[src/rtl/rca_seq_adder_pkg.sv]
// Shared types and sizing helpers for the sequential ripple-carry adder.
package rca_seq_pkg;

  typedef enum logic [1:0] {
    IDLE = 2'd0,
    RUN  = 2'd1,
    DONE = 2'd2
  } state_e;

  // Total operand width for a given slice width and slice count.
  function automatic int unsigned calc_w(input int unsigned size, input int unsigned words);
    return size * words;
  endfunction

  // Slice counter width: enough to reach WORDS-1, never narrower than one bit.
  function automatic int unsigned calc_cnt_w(input int unsigned words);
    return (words > 1) ? $clog2(words) : 1;
  endfunction

endpackage

[src/rtl/rca_seq_adder_rca.sv]
// Plain N-bit ripple-carry adder with no carry-in; used as the single slice adder.
module rca #(
  parameter int unsigned N = 3
) (
  input  logic [N-1:0] a_i,
  input  logic [N-1:0] b_i,
  output logic [N-1:0] s_o,
  output logic         co_o
);

  logic c;

  // Ripple the carry bit by bit through a chain of full adders.
  always_comb begin
    s_o = '0;
    c   = 1'b0;
    for (int unsigned i = 0; i < N; i++) begin
      s_o[i] = a_i[i] ^ b_i[i] ^ c;
      c      = (a_i[i] & b_i[i]) | (c & (a_i[i] ^ b_i[i]));
    end
    co_o = c;
  end

endmodule

[src/rtl/rca_seq_adder.sv]
// Multi-cycle adder: adds two SIZE*WORDS-bit operands one SIZE-bit slice per
// cycle, LSB slice first, carrying between slices in a register.
module rca_seq_adder
  import rca_seq_pkg::*;
#(
  parameter int unsigned SIZE  = 2,
  parameter int unsigned WORDS = 4
) (
  input  logic                    clk,
  input  logic                    rst_n,
  input  logic                    in_valid,
  output logic                    in_ready,
  input  logic [SIZE*WORDS-1:0]   op_a,
  input  logic [SIZE*WORDS-1:0]   op_b,
  output logic                    out_valid,
  input  logic                    out_ready,
  output logic [SIZE*WORDS:0]     sum,
  output logic                    busy
);

  localparam int unsigned W     = calc_w(SIZE, WORDS);
  localparam int unsigned CNT_W = calc_cnt_w(WORDS);

  state_e             state_q, state_d;
  logic [W-1:0]       a_sh_q, a_sh_d;
  logic [W-1:0]       b_sh_q, b_sh_d;
  logic [W:0]         sum_q, sum_d;
  logic               carry_q, carry_d;
  logic [CNT_W-1:0]   cnt_q, cnt_d;

  logic [SIZE:0]      slice_a, slice_b, slice_s;
  logic               slice_co;
  logic [SIZE+1:0]    r;
  logic [W+SIZE-1:0]  sum_shift;
  logic               last;

  // Slice operands: the forced 1 in A's LSB paired with the carry in B's LSB
  // generates the carry into bit 1, so the adder needs no dedicated carry-in.
  always_comb begin
    slice_a = {a_sh_q[SIZE-1:0], 1'b1};
    slice_b = {b_sh_q[SIZE-1:0], carry_q};
    r       = {slice_co, slice_s};
    last    = (cnt_q == CNT_W'(WORDS - 1));
  end

  rca #(
    .N (SIZE + 1)
  ) u_rca (
    .a_i  (slice_a),
    .b_i  (slice_b),
    .s_o  (slice_s),
    .co_o (slice_co)
  );

  // State register.
  always_ff @(posedge clk or negedge rst_n) begin
    if (!rst_n) state_q <= IDLE;
    else        state_q <= state_d;
  end

  // Next-state logic: IDLE -> RUN on accept, RUN -> DONE after the last slice,
  // DONE -> IDLE once the sum is consumed.
  always_comb begin
    state_d = state_q;
    unique case (state_q)
      IDLE:    if (in_valid)  state_d = RUN;
      RUN:     if (last)      state_d = DONE;
      DONE:    if (out_ready) state_d = IDLE;
      default:                state_d = IDLE;
    endcase
  end

  // Outputs decoded directly from the state.
  always_comb begin
    in_ready  = (state_q == IDLE);
    out_valid = (state_q == DONE);
    busy      = (state_q != IDLE);
    sum       = sum_q;
  end

  // Datapath next-state: capture in IDLE, shift one slice per RUN cycle.
  always_comb begin
    a_sh_d    = a_sh_q;
    b_sh_d    = b_sh_q;
    sum_d     = sum_q;
    carry_d   = carry_q;
    cnt_d     = cnt_q;
    // Concatenate-then-slice keeps the shift valid even when W == SIZE.
    sum_shift = {r[SIZE:1], sum_q[W-1:0]};
    unique case (state_q)
      IDLE: begin
        if (in_valid) begin
          a_sh_d  = op_a;
          b_sh_d  = op_b;
          sum_d   = '0;
          carry_d = 1'b0;
          cnt_d   = '0;
        end
      end
      RUN: begin
        sum_d[W-1:0] = sum_shift[W+SIZE-1:SIZE];
        carry_d      = r[SIZE+1];
        a_sh_d       = a_sh_q >> SIZE;
        b_sh_d       = b_sh_q >> SIZE;
        if (last) sum_d[W] = r[SIZE+1];
        else      cnt_d    = cnt_q + CNT_W'(1);
      end
      default: ;
    endcase
  end

  // Datapath registers.
  always_ff @(posedge clk or negedge rst_n) begin
    if (!rst_n) begin
      a_sh_q  <= '0;
      b_sh_q  <= '0;
      sum_q   <= '0;
      carry_q <= 1'b0;
      cnt_q   <= '0;
    end else begin
      a_sh_q  <= a_sh_d;
      b_sh_q  <= b_sh_d;
      sum_q   <= sum_d;
      carry_q <= carry_d;
      cnt_q   <= cnt_d;
    end
  end

endmodule

[config.mk]
export PLATFORM = sky130hd
export DESIGN_NAME = rca_seq_adder
export DESIGN_NICKNAME = d
export VERILOG_FILES = /design/src/rtl/rca_seq_adder_pkg.sv /design/src/rtl/rca_seq_adder_rca.sv /design/src/rtl/rca_seq_adder.sv
export SDC_FILE = /design/constraint.sdc
export NUM_CORES = 1
export LEC_CHECK = 0
export CAP_MARGIN = 10
export CORE_MARGIN = 8
export CORE_UTILIZATION = 53
export CTS_CLUSTER_DIAMETER = 50
export DETAILED_ROUTE_END_ITERATION = 6
export PLACE_DENSITY = 0.83
export SETUP_SLACK_MARGIN = 0.2
export SYNTH_ARGS = -nofsm -noshare
export SYNTH_HDL_FRONTEND = slang
export SYNTH_HIERARCHICAL = 1
export SYNTH_SLANG_ARGS = --single-unit
[constraint.sdc]
create_clock -name clk -period 2.75 [get_ports clk]
set_clock_uncertainty 0.15 [all_clocks]
set_input_delay 0.55 -clock clk [delete_from_list [all_inputs] [get_ports clk]]
set_output_delay 0.55 -clock clk [all_outputs]
set_load 0.01 [all_outputs]
==> results.yml <==
outcome:
  status: "completed"
sta:
  slew_violations: 0
  tns_ps: 0
  finalHoldViolCount: 0
  min_period_over_period_pct: 84.5
  min_period_ps: 2320
  slew_headroom_pct: 54.7
  clock.fmax_mhz: 430
  rsz0062_at_grt: "false"
  worstMarginPinSlew_ps: 679
  setup-violations-final: 0
synthesis:
  netlist-cell-type-count: 24
  synth_area_mm2: 0.00144
  synth_cells: 137
  avgSynthCellArea_um2: 10.5
  ys.warnings.count: 6
  synth_seq_cells: 30
  synthesis.nets: 161
  ys_seq_area_share_pct: 52.0
cts:
  htree_levels: 2
  cts_tree: "yes"
  cts-hold-fix-buffers: 0
  post_cts_buffers: 0
  numCtsBuffers: 5
  ctsResizeCount: 0
  clock_latency_ps: 330
  clkTransAtPathRegs_ps: 90
  root_buffer: "clkbuf_4"
  cts_buffer_depth: 2
  cts.sink_count: 30
finish:
  final-seq-area_um2: 751
  multi_input_area_um2: 584
  diodes: 0
  drive_above_1_share_pct: 7.74
  area_growth_pct: 24.5
  final_cells: 199
  fin_nets: 191
  fillers: 207
routing:
  wl_per_cell_um: 16.6
  vias: 1156
  drc: 0
  drt-pass1-iter-count: 4
  viasPerCell: 5.81
  antenna_left: 0
  totalWireLength_mm: 3.30
  drt_iter0_drc: 64
setup_path:
  r2r_setup_slack_ps: 820
  cpPeakStageDelay_ps: 550
  crit_type: "flop to output pin"
  crit_required_ps: 2050
  worstPathCellList: "inv_1 -> nor2_1 -> clkdlybuf4s50_1"
  crit_path_end_kind: "output pin"
  start_kind: "flop"
  cp_max_fo: 12
  critPathSlowestCell: "clkdlybuf4s50_1"
  cp.arrival_ps: 1620
global_route:
  grt_usage_pct: 16.4
  grt_max_degree: 31
  antenna_found_initial: 0
  grt_first_pass_wirelength_mm: 5.66
  grt_remaining_overflow: 0
  grt_pass1_vias: 1221
power_and_ir_drop:
  irDropWorstVdd_v: 0.000851
  p_per_area_mw_per_mm2: 1170
  power_leakage_nw: 0.780
  p_total_w: 0.00210
floorplan:
  die_height_um: 68.2
  die_area_mm2: 0.00465
  ios: 32
  die_w_um: 68.2
  rows: 19
  start_util_pct: 54.2
  core_mm2: 0.00266
placement:
  io_buffers: 31
  dp_hpwl_mm: 2.38
  numPlacedInstances: 191
  finalWeightedCongestion: 0.768
hold_path:
  hold_class: "flop to flop"
flow_run:
  maxCapViolations: 0
## cells in the final DEF, fill, tap and decap left out, types with 7 or more instances in the layout
cell type and instances:
clkdlybuf4s50_1 31, dfrtp_1 30, nor3_1 15, a22o_1 13, nor2_1 12, o22ai_1 12
inv_1 8, o21ai_0 8, o32ai_1 7
## critical path, delay by kind of cell, from the launching register on
family	cells	cell delay [ps]
flip-flops	1	530
buffers and inverters	2	650
AND/OR/NAND/NOR	1	120
## kinds of logic (layout without fill, tap and decap cells)
kind of cell	count (synthesis)	count (layout)	share of synthesized area (%)
DFF	30	30	52.0
adders and majority gates	4	4	4.51
buffers and inverters	19	50	7.46
other	1	1	0.260
AOI/OAI and AO/OA	42	42	21.2
and+or+nand+nor	39	39	13.0
muxes	2	2	1.47
## worst paths after layout
kind | from | endpoint | depth (start not counted)
worst min register to register | a_sh_q[7] | a_sh_q[7] | 2
worst min-delay path | a_sh_q[7] | a_sh_q[7] | 2
min in group asynchronous | rst_n | sum[6] | 2
worst max register to register | carry_q | sum[8] | 7
max in group asynchronous | rst_n | b_sh_q[4] | 2
worst max-delay path | state_q[1] | out_valid | 3
## where the power goes
group | total [W] | switching (W) | internal, W
logic | 0.00101 | 0.000512 | 0.000500
registers | 0.000818 | 0.000171 | 0.000646
clock network | 0.000272 | 0.000148 | 0.000124
total | 0.00210 | 0.000832 | 0.00127
## metrics by stage
stage                     worst slack (ps)  area [µm²]  hold WS (ps)  util [%]
final                                  426        1800           368      67.5
after global routing                   349        1800           405      67.5
after CTS                              411        1800           374      67.5
after detailed placement               491        1740           347      65.2
after global placement                 547        1740           337      65.2
after floorplan                        951        1440           104         -
## sequential cells by signal, summed over array words and instances (netlist names)
name / count
sum: 9
a_sh_q: 8
state_q: 2
carry_q: 1
b_sh_q: 8
cnt_q: 2
## cell usage after synthesis, drive strengths merged
cell,number,area (µm²)
nand2b,2,12.5
a22o,13,114
dfrtp,30,751
o31ai,1,7.51
nand2,6,30.0
o22ai,12,75.1
fa,2,40.0
mux2,1,11.3
mux2i,1,10.0
buf,11,77.6
o32ai,7,61.3
nor3,15,75.1
or2,1,6.26
ha,2,25.0
a31o,1,8.76
conb,1,3.75
o21ai,8,40.0
inv,8,30.0
nor2,12,45.0
nor2b,3,18.8
## metal layers
metal / GRT usage, % / vias up / share of wire, %
met5: 0 / - / 0
met4: 6.14 / 0 / 1.4
met3: 7.20 / 5 / 6.8
met2: 25.4 / 30 / 48
met1: 19.8 / 560 / 44
li1: - / 561 / -
## layout make-up
| cell class | instances | share of cell area (%) |
|---|---|---|
| Sequential cell | 30 | 41.8 |
| Multi-Input combinational cell | 88 | 32.5 |
| Timing Repair Buffer | 34 | 18.5 |
| Clock buffer | 7 | 3.06 |
| Tap cell | 31 | 2.16 |
| Inverter | 8 | 1.67 |
| Clock inverter | 1 | 0.279 |
No activity file was read; power rests on OpenSTA's default activity.
